File: src/rtl/chipper_pkg.sv
// chipper_pkg: shared flit layout constants and injection FSM state type
// for the CHIPPER router local network interface.
//   Flit (10 bits): [9] valid, [8:5] payload, [4:0] destination node id.
package chipper_pkg;

    localparam int unsigned FLIT_W    = 10;
    localparam int unsigned VALID_BIT = 9;
    localparam int unsigned DST_LSB   = 0;
    localparam int unsigned DST_W     = 5;
    localparam int unsigned PAY_LSB   = 5;
    localparam int unsigned PAY_W     = 4;

    typedef enum logic {
        IDLE = 1'b0,
        HOLD = 1'b1
    } inj_state_t;

endpackage

File: src/rtl/chipper_ni_fifo.sv
// chipper_ni_fifo: synchronous FIFO with first-word fall-through head and
// occupancy count. DEPTH must be a power of two (pointers wrap naturally).
// A write while full is accepted only when a read happens on the same edge.
// Ports:
//   i_clk, i_rst      clock, synchronous active-high reset
//   i_wr_en/i_wr_data write request and data
//   i_rd_en           pop request (ignored when empty)
//   o_rd_data         current head entry
//   o_count           registered occupancy, 0..DEPTH
module chipper_ni_fifo #(
    parameter int unsigned WIDTH = 9,
    parameter int unsigned DEPTH = 4
) (
    input  logic                     i_clk,
    input  logic                     i_rst,
    input  logic                     i_wr_en,
    input  logic [WIDTH-1:0]         i_wr_data,
    input  logic                     i_rd_en,
    output logic [WIDTH-1:0]         o_rd_data,
    output logic [$clog2(DEPTH):0]   o_count
);

    localparam int unsigned PTR_W = $clog2(DEPTH);
    localparam int unsigned CNT_W = PTR_W + 1;

    logic [WIDTH-1:0] r_mem [DEPTH];
    logic [PTR_W-1:0] r_wr_ptr;
    logic [PTR_W-1:0] r_rd_ptr;
    logic [CNT_W-1:0] r_count;

    logic w_full;
    logic w_empty;
    logic w_do_rd;
    logic w_do_wr;

    assign w_full    = (r_count == CNT_W'(DEPTH));
    assign w_empty   = (r_count == '0);
    assign w_do_rd   = i_rd_en && !w_empty;
    // At full, the slot freed by a same-edge pop is reused (pop-then-push).
    assign w_do_wr   = i_wr_en && (!w_full || w_do_rd);
    assign o_rd_data = r_mem[r_rd_ptr];
    assign o_count   = r_count;

    always_ff @(posedge i_clk) begin
        if (w_do_wr) begin
            r_mem[r_wr_ptr] <= i_wr_data;
        end
    end

    always_ff @(posedge i_clk) begin
        if (i_rst) begin
            r_wr_ptr <= '0;
            r_rd_ptr <= '0;
            r_count  <= '0;
        end else begin
            if (w_do_wr) begin
                r_wr_ptr <= r_wr_ptr + PTR_W'(1);
            end
            if (w_do_rd) begin
                r_rd_ptr <= r_rd_ptr + PTR_W'(1);
            end
            if (w_do_wr && !w_do_rd) begin
                r_count <= r_count + CNT_W'(1);
            end else if (!w_do_wr && w_do_rd) begin
                r_count <= r_count - CNT_W'(1);
            end
        end
    end

endmodule

File: src/rtl/chipper_ni.sv
// chipper_ni: local network interface of one CHIPPER router node.
//   Injection: PE flits are buffered and presented on lin until the router
//   signals inj_ready. Ejection: flits on lout are queued to the PE; the
//   router is never stalled, so flits arriving at a full queue are dropped
//   and counted.
// Ports:
//   clk, rst                       clock, synchronous active-high reset
//   pe_tx_data/valid/ready         PE -> NI flit {payload, dst}
//   lin, inj_ready                 NI -> router local input
//   lout                           router -> NI ejected flit
//   pe_rx_data/valid/ready         NI -> PE flit {payload, dst}
//   misroute                       pulse: ejected flit not addressed here
//   drop_cnt                       saturating count of dropped flits
// Optional: define CHIPPER_NI_STATS_EN to add inj_cnt / ej_cnt counters.
module chipper_ni
    import chipper_pkg::*;
#(
    parameter logic [4:0]  NODE_ID   = 5'd0,
    parameter int unsigned INJ_DEPTH = 4,
    parameter int unsigned EJ_DEPTH  = 4
) (
    input  logic              clk,
    input  logic              rst,
    input  logic [FLIT_W-2:0] pe_tx_data,
    input  logic              pe_tx_valid,
    output logic              pe_tx_ready,
    output logic [FLIT_W-1:0] lin,
    input  logic              inj_ready,
    input  logic [FLIT_W-1:0] lout,
    output logic [FLIT_W-2:0] pe_rx_data,
    output logic              pe_rx_valid,
    input  logic              pe_rx_ready,
    output logic              misroute,
    output logic [7:0]        drop_cnt
`ifdef CHIPPER_NI_STATS_EN
    ,
    output logic [15:0]       inj_cnt,
    output logic [15:0]       ej_cnt
`endif
);

    localparam int unsigned INJ_CW = $clog2(INJ_DEPTH) + 1;
    localparam int unsigned EJ_CW  = $clog2(EJ_DEPTH) + 1;

    // ---------------- injection ----------------
    logic [INJ_CW-1:0] w_inj_count;
    logic [FLIT_W-2:0] w_inj_head;
    logic              w_inj_full;
    logic              w_inj_push;
    logic              w_inj_pop;
    inj_state_t        r_state;
    inj_state_t        w_state_next;

    assign w_inj_full  = (w_inj_count == INJ_CW'(INJ_DEPTH));
    assign pe_tx_ready = !w_inj_full;
    assign w_inj_push  = pe_tx_valid && !w_inj_full;
    assign w_inj_pop   = (r_state == HOLD) && inj_ready;

    chipper_ni_fifo #(
        .WIDTH (FLIT_W - 1),
        .DEPTH (INJ_DEPTH)
    ) u_inj_fifo (
        .i_clk     (clk),
        .i_rst     (rst),
        .i_wr_en   (w_inj_push),
        .i_wr_data (pe_tx_data),
        .i_rd_en   (w_inj_pop),
        .o_rd_data (w_inj_head),
        .o_count   (w_inj_count)
    );

    always_ff @(posedge clk) begin
        if (rst) begin
            r_state <= IDLE;
        end else begin
            r_state <= w_state_next;
        end
    end

    // HOLD tracks "FIFO non-empty after this edge", so a flit written into
    // an empty FIFO is on lin right after its write edge, and lin is built
    // only from registered state (FSM + FIFO storage).
    always_comb begin
        w_state_next = r_state;
        lin          = '0;
        case (r_state)
            IDLE: begin
                if (w_inj_push) begin
                    w_state_next = HOLD;
                end
            end
            HOLD: begin
                lin = {1'b1, w_inj_head};
                if (w_inj_pop && !w_inj_push && (w_inj_count == INJ_CW'(1))) begin
                    w_state_next = IDLE;
                end
            end
            default: w_state_next = IDLE;
        endcase
    end

    // ---------------- ejection ----------------
    logic [EJ_CW-1:0] w_ej_count;
    logic             w_ej_full;
    logic             w_ej_push;
    logic             w_ej_pop;
    logic             w_drop;
    logic             r_misroute;
    logic [7:0]       r_drop_cnt;

    assign w_ej_full   = (w_ej_count == EJ_CW'(EJ_DEPTH));
    assign w_ej_push   = lout[VALID_BIT];
    assign pe_rx_valid = (w_ej_count != '0);
    assign w_ej_pop    = pe_rx_valid && pe_rx_ready;
    assign w_drop      = w_ej_push && w_ej_full && !w_ej_pop;

    chipper_ni_fifo #(
        .WIDTH (FLIT_W - 1),
        .DEPTH (EJ_DEPTH)
    ) u_ej_fifo (
        .i_clk     (clk),
        .i_rst     (rst),
        .i_wr_en   (w_ej_push),
        .i_wr_data (lout[FLIT_W-2:0]),
        .i_rd_en   (w_ej_pop),
        .o_rd_data (pe_rx_data),
        .o_count   (w_ej_count)
    );

    always_ff @(posedge clk) begin
        if (rst) begin
            r_misroute <= 1'b0;
            r_drop_cnt <= '0;
        end else begin
            r_misroute <= w_ej_push && (lout[DST_LSB +: DST_W] != NODE_ID);
            if (w_drop && (r_drop_cnt != '1)) begin
                r_drop_cnt <= r_drop_cnt + 8'd1;
            end
        end
    end

    assign misroute = r_misroute;
    assign drop_cnt = r_drop_cnt;

`ifdef CHIPPER_NI_STATS_EN
    logic [15:0] r_inj_cnt;
    logic [15:0] r_ej_cnt;

    always_ff @(posedge clk) begin
        if (rst) begin
            r_inj_cnt <= '0;
            r_ej_cnt  <= '0;
        end else begin
            if (w_inj_pop) begin
                r_inj_cnt <= r_inj_cnt + 16'd1;
            end
            if (w_ej_push && !w_drop) begin
                r_ej_cnt <= r_ej_cnt + 16'd1;
            end
        end
    end

    assign inj_cnt = r_inj_cnt;
    assign ej_cnt  = r_ej_cnt;
`endif

endmodule
File: config.mk
export PLATFORM = sky130hd
export DESIGN_NAME = chipper_ni
export DESIGN_NICKNAME = d
export VERILOG_FILES = /design/src/rtl/chipper_pkg.sv /design/src/rtl/chipper_ni_fifo.sv /design/src/rtl/chipper_ni.sv
export SDC_FILE = /design/constraint.sdc
export NUM_CORES = 1
export LEC_CHECK = 0
export ABC_AREA = 1
export CAP_MARGIN = 10
export CORE_ASPECT_RATIO = 0.7
export CORE_MARGIN = 2
export CORE_UTILIZATION = 40
export DETAILED_ROUTE_END_ITERATION = 8
export GPL_TIMING_DRIVEN = 1
export PLACE_DENSITY = 0.58
export SETUP_SLACK_MARGIN = 0.05
export SLEW_MARGIN = 0
export SYNTH_ARGS = -nofsm -noshare
export SYNTH_HDL_FRONTEND = slang
export SYNTH_SLANG_ARGS = --single-unit
export TNS_END_PERCENT = 30
File: constraint.sdc
create_clock -name clk -period 5 [get_ports clk]
set_input_delay 1 -clock clk [delete_from_list [all_inputs] [get_ports clk]]
set_output_delay 1 -clock clk [all_outputs]
set_load 0.02 [all_outputs]
Word-level counts from Yosys, hierarchy flattened
Memories as Yosys holds them, arrays and structs flattened. A register that Yosys moved wholly into a read port is not among the register bits.
Cells that the tools add are included.
{ "op_classes": {"eq_ne": 4, "bitwise_logic": 1, "n_mux": 16, "reduce_logical": 35, "add_sub_neg": 9} }
{ "op_table": {"columns": ["operator", "count"], "rows": [
  ["logical AND 1 bit", 17],
  ["2-to-1 mux 3 bit", 4],
  ["logical NOT 1 bit", 10],
  ["2-to-1 mux 10 bit", 1],
  ["adder 2 x 1 -> 2 bit, second input constant", 4],
  ["adder 8 x 1 -> 8 bit, second input constant", 1],
  ["2-to-1 mux 2 bit", 4],
  ["inequality test 8 bit, second input constant", 1],
  ["adder 3 x 1 -> 3 bit, second input constant", 2],
  ["equality test 3 bit, second input constant", 2],
  ["logical NOT 3 bit", 2],
  ["2-to-1 mux 1 bit", 6],
  ["subtractor 3 x 1 -> 3 bit, second input constant", 2],
  ["nonzero test 5 bit", 1],
  ["nonzero test 2 bit", 2],
  ["equality test 3 x 1 -> 1 bit, second input constant", 1],
  ["nonzero test 3 bit", 1],
  ["logical OR 1 bit", 2],
  ["one-hot mux 1 bit (2 select lines)", 1],
  ["inverter 1 bit", 1]
]} }
{ "word_totals": {"word_cells": 76, "register_bits": 24, "mem_bits_rw": 72, "n_memories": 2, "output_inout_bits": 30, "in_bits": 24} }
{ "memory_table": {"columns": ["name", "words", "width", "read_ports", "rd_clocked_by_memory_dff", "wr", "line_no", "text"], "rows": [
  ["u_ej_fifo.r_mem", 4, 9, 1, 1, 1, "chipper_ni_fifo.sv:26", "logic [WIDTH-1:0] r_mem [DEPTH];"],
  ["u_inj_fifo.r_mem", 4, 9, 1, 1, 1, "chipper_ni_fifo.sv:26", null]
]} }

Logic depth before layout (Yosys ltp)
Gate-level depths: netlist of the first run.
{ "logic_depth": {"ltp_word": 9, "mapped_depth": 13, "ltp_nobuf": 13} }

Modules after synthesis
A second synthesis of the first run with hierarchy kept.
{ "unflattened": {"cells_unflattened": 431, "hier_area_um2": 4564.4} }
{ "modules_own_cells": {"columns": ["module", "seq_area_each_um2", "area_per_inst_um2", "cells_per_inst", "n_inst"], "rows": [
  ["chipper_ni_fifo at u_inj_fifo", 1261.2, 1936.9, 156, 1],
  ["chipper_ni_fifo at u_ej_fifo", 1261.2, 1930.6, 156, 1],
  ["chipper_ni", 200.2, 696.9, 119, 1]
]} }

Worst setup path before layout of the first run
OpenSTA, ideal clock, no wires.
{ "synth_path": {"path_type": "input -> register", "start": "input pe_rx_ready", "end": "register u_ej_fifo.r_count[1] (netlist: u_ej_fifo.o_count[1])", "path_buffers": 0, "required_time_ns": 4.884, "cell_stages": 9, "arrival_time_ns": 2.206, "slack_ns": 2.678, "setup_ns": 0.116, "path_cell_list": "nor2_4 > nand2_4 > nand2_2 > inv_1 > ha_1 > inv_1 > fa_1 > o21ai_0 > nor2_1"} }
{ "synth_via": {"elab_chain_len": 7, "word_cells_on_any_way": 10, "classes_between": "1 x mux; 9 x reduce/logical"} }
{ "synth_rtl": {"columns": ["item", "line_no", "text"], "rows": [
  ["from (decl)", "chipper_ni.sv:32", "input logic pe_rx_ready,"],
  ["logical AND 1 bit (*)", "chipper_ni.sv:114", "assign w_ej_pop = pe_rx_valid && pe_rx_ready;"],
  ["logical AND 1 bit (*)", "chipper_ni_fifo.sv:38", "assign w_do_rd = i_rd_en && !w_empty;"],
  ["logical OR 1 bit (*)", "chipper_ni_fifo.sv:40", "assign w_do_wr = i_wr_en && (!w_full || w_do_rd);"],
  ["logical AND 1 bit (*)", "chipper_ni_fifo.sv:40", null],
  ["named net u_ej_fifo.w_do_wr", "chipper_ni_fifo.sv:34", "logic w_do_wr;"],
  ["logical NOT 1 bit", "chipper_ni_fifo.sv:64", "end else if (!w_do_wr && w_do_rd) begin"],
  ["logical AND 1 bit", "chipper_ni_fifo.sv:64", null],
  ["nonzero test 2 bit (no line)", null, null],
  ["to (signal assigned)", "chipper_ni_fifo.sv:63", "r_count <= r_count + CNT_W'(1);"],
  ["to (signal assigned)", "chipper_ni_fifo.sv:65", "r_count <= r_count - CNT_W'(1);"],
  ["to (decl)", "chipper_ni_fifo.sv:29", "logic [CNT_W-1:0] r_count;"]
]} }
The timed path passes the listed nets; every way through them passes the cells marked *.
A chain may end at the register's enable or synchronous reset.

==> flow_metrics.py, run 1 <==
metrics = {
    "placement": {
        "dpl.hpwl_mm": 5.51,
        "gp_congestion": 0.768,
        "numPortBuffers": 53,
        "place_area_sq_um": 4920,
    },
    "detailed_routing": {
        "routedWlPerCell_um": 13.9,
        "viasPerCell": 4.82,
        "drt-total-wl_mm": 8.24,
        "drt_iter0_markers": 189,
        "vias": 2860,
        "postRouteAntennaNets": 0,
        "drc": 0,
        "dr.pass1.iters": 4,
    },
    "power_and_ir_drop": {
        "leakage_nw": 1.93,
        "ir_drop_mv": 0.187,
        "finalPower_w": 0.00223,
        "p_per_area_nw_per_um2": 427,
    },
    "floorplanning": {
        "initial_utilization": 0.413,
        "die_height_um": 90.7,
        "pin_count": 54,
        "die_x_um": 128,
        "die_area_sq_um": 11600,
        "rows": 31,
        "coreArea_sq_um": 10400,
    },
    "timing": {
        "tightest_slew_ns": 0.959,
        "rsz0062_at_grt": "no",
        "slew_viol_final": 0,
        "max_clock_freq_mhz": 300,
        "setup_violations": 0,
        "slew_headroom": 0.359,
        "skew_ns": 0.00685,
        "layout_min_cycle_time_ns": 3.34,
        "timing.final.crit_share": 0.668,
        "setup-tns-final_ns": 0,
        "hold_violations": 0,
        "whs_ns": 0.465,
    },
    "cells_and_area": {
        "final_cell_mix": "nor2_1, edfxtp_1, clkdlybuf4s50_1, o21ai_0, inv_1",
        "layout_commonest_cell": "nor2_1",
        "postLayoutCellArea_sq_um": 5210,
        "drive_gt1_frac": 0.0672,
        "area_growth_pct": 21.4,
        "diodes": 0,
        "fin_nets": 496,
    },
    "yosys": {
        "synth_top_family_by_area": "simple AND/OR/NAND/NOR gates",
        "synth_cell_type_count": 32,
        "ys_seq_area_frac": 0.634,
        "synth_xor_area_frac": 0.00816,
        "synth-simple-area-share": 0.151,
        "synth-compound-area-share": 0.106,
        "async_flop_share": 0,
        "synth_fa_ha_area_frac": 0.0484,
        "synth-edff-count": 72,
        "muxShareOfSynthArea": 0,
        "synth_ff_type": "edfxtp_1",
        "synth_area_sq_um": 4290,
        "ys_warn_count": 0,
        "ys_ff_latch": 100,
        "syn_nets": 442,
        "syn_inst": 402,
        "synth_area_per_cell_sq_um": 10.7,
    },
    "setup_path": {
        "r2r_slack_ns": 2.84,
        "end_kind": "output port",
        "worstPathRequired_ns": 4.00,
        "cp.arrival_ns": 2.34,
        "worstSetupStartpointType": "register",
        "crit_fanout": 19,
        "critPathKind": "reg2out",
    },
    "cts": {
        "insertion_delay_ns": 0.34,
        "clock-sinks": 100,
        "cts_hold_buf": 0,
        "cts_buffers": 9,
        "clkTransAtPathRegs_ns": 0.06,
        "cts_tree": "yes",
        "htreeDepth": 3,
        "cts_setup_buffers": 0,
        "clock_path_buffers": 2,
        "cts.repair.resized": 0,
        "clock-root-buffer": "clkbuf_16",
    },
    "hold_path": {
        "hold_path.class": "reg2reg",
    },
    "status": {
        "outcome": "completed",
    },
    "grt": {
        "grt_pass1_vias": 2616,
        "grt_pass1_wl_mm": 13.4,
        "grt_max_degree": 20,
        "grt_use_total": 0.149,
        "antenna_found_initial": 0,
        "grt-ovfl-total": 0,
    },
    "flow_run": {
        "maxCapViolations": 0,
    },
}
path summary, 6_finish.rpt:
kind,startpoint,end,depth (start not counted)
min,u_ej_fifo.r_rd_ptr[1],register,2
min reg2reg,u_ej_fifo.r_rd_ptr[1],register,2
max reg2reg,u_inj_fifo.o_count[0],u_inj_fifo.r_mem[1][3],5
max,register,pe_rx_data[0],4
sequential cells by signal, indices dropped and copies added, names as in the netlist, named ones only:
| register | flops |
|---|---|
| u_ej_fifo.r_rd_ptr | 2 |
| drop_cnt | 8 |
| r_state | 1 |
| u_ej_fifo.o_count | 3 |
| u_inj_fifo.r_rd_ptr | 2 |
| misroute | 1 |
| u_inj_fifo.o_count | 3 |
| u_inj_fifo.r_mem | 36 |
| u_inj_fifo.r_wr_ptr | 2 |
| u_ej_fifo.r_wr_ptr | 2 |
| u_ej_fifo.r_mem | 36 |
critical path: stages, from the launching register on:
cell and delay, ns:
dfxtp_1 0.67, inv_1 0.39, o21ai_0 0.27, o22ai_1 0.12, clkdlybuf4s50_1 0.55
cell families after synthesis:
| family | after synthesis |
|---|---|
| DFF | 100 |
| AOI/OAI and AO/OA | 87 |
| buffers and inverters | 52 |
| xor gates and xnor gates | 4 |
| and+or+nand+nor | 143 |
| adders and majority gates | 16 |
stage by stage:
stage | utilization | std cells | worst slack (ns)
floorplan | - | 402 | 2.68
global placement | 0.473 | 577 | 2.00
detailed placement | 0.473 | 577 | 1.91
CTS | 0.501 | 593 | 1.64
global route | 0.501 | 593 | 1.48
finish | 0.501 | 593 | 1.66
Yosys cell counts (2+ instances only):
cell type | number | area (sq um)
nor2_1 | 82 | 308
edfxtp_1 | 72 | 2160
o21ai_0 | 43 | 215
inv_1 | 38 | 143
nand2_1 | 30 | 113
dfxtp_1 | 28 | 561
a21oi_1 | 26 | 130
ha_1 | 15 | 188
nand3_1 | 13 | 65.1
o22ai_1 | 9 | 56.3
o21ai_1 | 7 | 35.0
buf_4 | 5 | 37.5
buf_2 | 3 | 15.0
nand2_2 | 3 | 18.8
nand4_1 | 3 | 18.8
nor2_4 | 3 | 33.8
inv_2 | 2 | 7.51
nand2_4 | 2 | 22.5
nor2_2 | 2 | 12.5
nor3_1 | 2 | 10.0
xnor2_1 | 2 | 17.5
xor2_1 | 2 | 17.5
report_power, final:
group	total, W	leakage (nW)	internal, W	switching [W]
clock	0.000675	0.147	0.000386	0.000289
combinational	0.000514	0.895	0.000211	0.000302
sequential	0.00104	0.890	0.000974	0.0000620
total	0.00223	1.93	0.00157	0.000654
metal layers:
layer	track usage	routed length [um]	vias up
met3	0.0450	431	8
met1	0.218	4130	1302
met5	0	0	-
li1	-	-	1476
met4	0.0412	89	0
met2	0.214	3600	74
final cells by class:
type | instances | area (sq um)
multi-input cells | 250 | 1340
clock inverters | 7 | 66.3
inverters | 42 | 159
fillers | 955 | 5180
clock buffers | 9 | 225
flip-flops and latches | 100 | 2720
well taps | 132 | 165
repair buffers | 53 | 531
Note: power is estimated with default switching activity, not from simulation.
==> inputs of run 2 (changes only) <==
clock period = 3.2 ns   (was 5 ns; I/O delays follow)
==> run 2 against run 1 <==
Global-route usage grew 0.35 points. Flip-flop and latch count stayed put. Clock power grew 57%. Largest cell class unchanged.
==> flow_metrics.py, run 2 (synthesized netlist as in run 1, its figures left out) <==
metrics = {
    "floorplanning": {
        "die_height_um": 90.7,
        "die_area_sq_um": 11600,
        "coreArea_sq_um": 10400,
        "rows": 31,
        "initial_utilization": 0.413,
        "pin_count": 54,
        "die_x_um": 128,
    },
    "cts": {
        "cts.repair.resized": 0,
        "cts_setup_buffers": 0,
        "clkTransAtPathRegs_ns": 0.07,
        "htreeDepth": 3,
        "clock_path_buffers": 2,
        "cts_hold_buf": 0,
        "clock-root-buffer": "clkbuf_16",
        "insertion_delay_ns": 0.34,
        "clock-sinks": 100,
        "cts_buffers": 9,
        "cts_tree": "yes",
    },
    "placement": {
        "place_inst": 587,
        "gp_congestion": 0.758,
        "dpl.hpwl_mm": 5.42,
        "numPortBuffers": 53,
    },
    "timing": {
        "slew_headroom": 0.614,
        "setup_violations": 0,
        "timing.final.crit_share": 0.876,
        "layout_min_cycle_time_ns": 2.80,
        "slew_viol_final": 0,
        "skew_ns": 0.00450,
        "max_clock_freq_mhz": 357,
        "rsz0062_at_grt": "no",
        "hold_violations": 0,
        "tightest_slew_ns": 0.578,
        "setup-tns-final_ns": 0,
    },
    "setup_path": {
        "crit_slowest_cell": "clkdlybuf4s50_1",
        "critPathKind": "reg2out",
        "cp_cell_sequence": "inv_2 -> nor2_1 -> o21ai_0 -> a21oi_1 -> clkdlybuf4s50_1",
        "worstSetupStartpointType": "register",
        "crit_fanout": 10,
        "path_delay_family": "buffers and inverters",
        "cp.arrival_ns": 2.16,
        "end_kind": "output port",
        "worstPathRequired_ns": 2.56,
        "slowest_delay_ns": 0.65,
        "cp.buffers_inverters": 2,
    },
    "grt": {
        "grt_pass1_wl_mm": 13.6,
        "grt-ovfl-total": 0,
        "grt_pass1_vias": 2673,
        "grt_use_total": 0.152,
        "grt_max_degree": 20,
        "antenna_found_initial": 0,
    },
    "power_and_ir_drop": {
        "intPower_w": 0.00248,
        "ir_drop_mv": 0.249,
        "clkPwrFrac": 0.303,
        "seqPwrFrac": 0.454,
        "power_frac_comb": 0.243,
        "p_per_area_nw_per_um2": 664,
        "swShare": 0.294,
        "switchingPower_w": 0.00103,
        "leakage_nw": 1.98,
    },
    "hold_path": {
        "hold_path.class": "reg2reg",
    },
    "detailed_routing": {
        "routedWlPerCell_um": 13.8,
        "vias": 2929,
        "postRouteAntennaNets": 0,
        "viasPerCell": 4.86,
        "drc": 0,
        "drt_iter0_markers": 216,
        "dr.pass1.iters": 4,
        "drt-total-wl_mm": 8.33,
    },
    "status": {
        "outcome": "completed",
    },
    "cells_and_area": {
        "final_cell_mix": "nor2_1, edfxtp_1, clkdlybuf4s50_1, o21ai_0, inv_1",
        "multi_input_area_sq_um": 1340,
        "area_growth_pct": 23.2,
        "layout.cells.non_filler": 603,
        "regArea_sq_um": 2720,
        "diodes": 0,
        "layout_commonest_cell": "nor2_1",
        "drive_gt1_frac": 0.0849,
        "fillers": 925,
        "fin_nets": 506,
    },
    "flow_run": {
        "maxCapViolations": 0,
    },
}
run 2: changes by cell type in the layout (fill, tap and decap cells not counted), sizes merged:
cell	previous run	this run
clkinv	7	4
clkinvlp	0	1
clkbuf	9	11
buf	0	10
run 2: worst reg2reg max path, stage by stage (launching register included):
cell,delay (ns)
dfxtp_1,0.33
inv_1,0.11
ha_1,0.22
nand2_1,0.09
nand2_1,0.24
inv_1,0.08
ha_1,0.36
nor2_1,0.11
o21ai_0,0.14
nand2_1,0.09
nand2_1,0.05
nor2_1,0.09
run 2: area by class of cell:
class                      instances  share of cell area
clock buffer                      11              0.0440
multi-input combinational        250               0.254
sequential                       100               0.515
inverter                          42              0.0301
timing repair buffer              63               0.115
tap                              132              0.0312
clock inverter                     5              0.0114
run 2: metal layers:
metal  global-route usage  share of wire  routed length, um
met1                0.218           0.51               4280
met3               0.0486          0.036                301
met4               0.0330         0.0085                 71
met2                0.228           0.44               3680
met5                    0              0                  0
run 2: through the flow:
stage / area [sq um] / total power [W] / setup slack, ns / utilization / hold WS, ns
after floorplan: 4290 / 0.00214 / 1.24 / - / 0.436
after global placement: 4990 / 0.00246 / 0.583 / 0.481 / 0.452
after detailed placement: 4990 / 0.00248 / 0.534 / 0.481 / 0.462
after CTS: 5290 / 0.00354 / 0.354 / 0.509 / 0.473
after global routing: 5290 / 0.00371 / 0.207 / 0.509 / 0.493
final: 5290 / 0.00351 / 0.397 / 0.509 / 0.473
run 2: final timing paths:
check                           cells past startpoint             startpoint  slack (ns)                    end
worst max-delay path                                5               register        0.40                 lin[5]
worst min-delay path                                2  u_ej_fifo.r_rd_ptr[1]        0.47  u_ej_fifo.r_rd_ptr[1]
worst max register to register                     11  u_inj_fifo.o_count[0]        1.23  u_inj_fifo.o_count[2]
worst min register to register                      2  u_ej_fifo.r_rd_ptr[1]        0.47  u_ej_fifo.r_rd_ptr[1]
run 2: power by group through the flow:
stage               clock, W  combinational (W)  sequential [W]
finish               0.00106           0.000853         0.00159
global route         0.00115           0.000953         0.00161
CTS                  0.00109           0.000863         0.00159
detailed placement         0           0.000858         0.00162
global placement           0           0.000841         0.00162
floorplan                  0           0.000525         0.00162
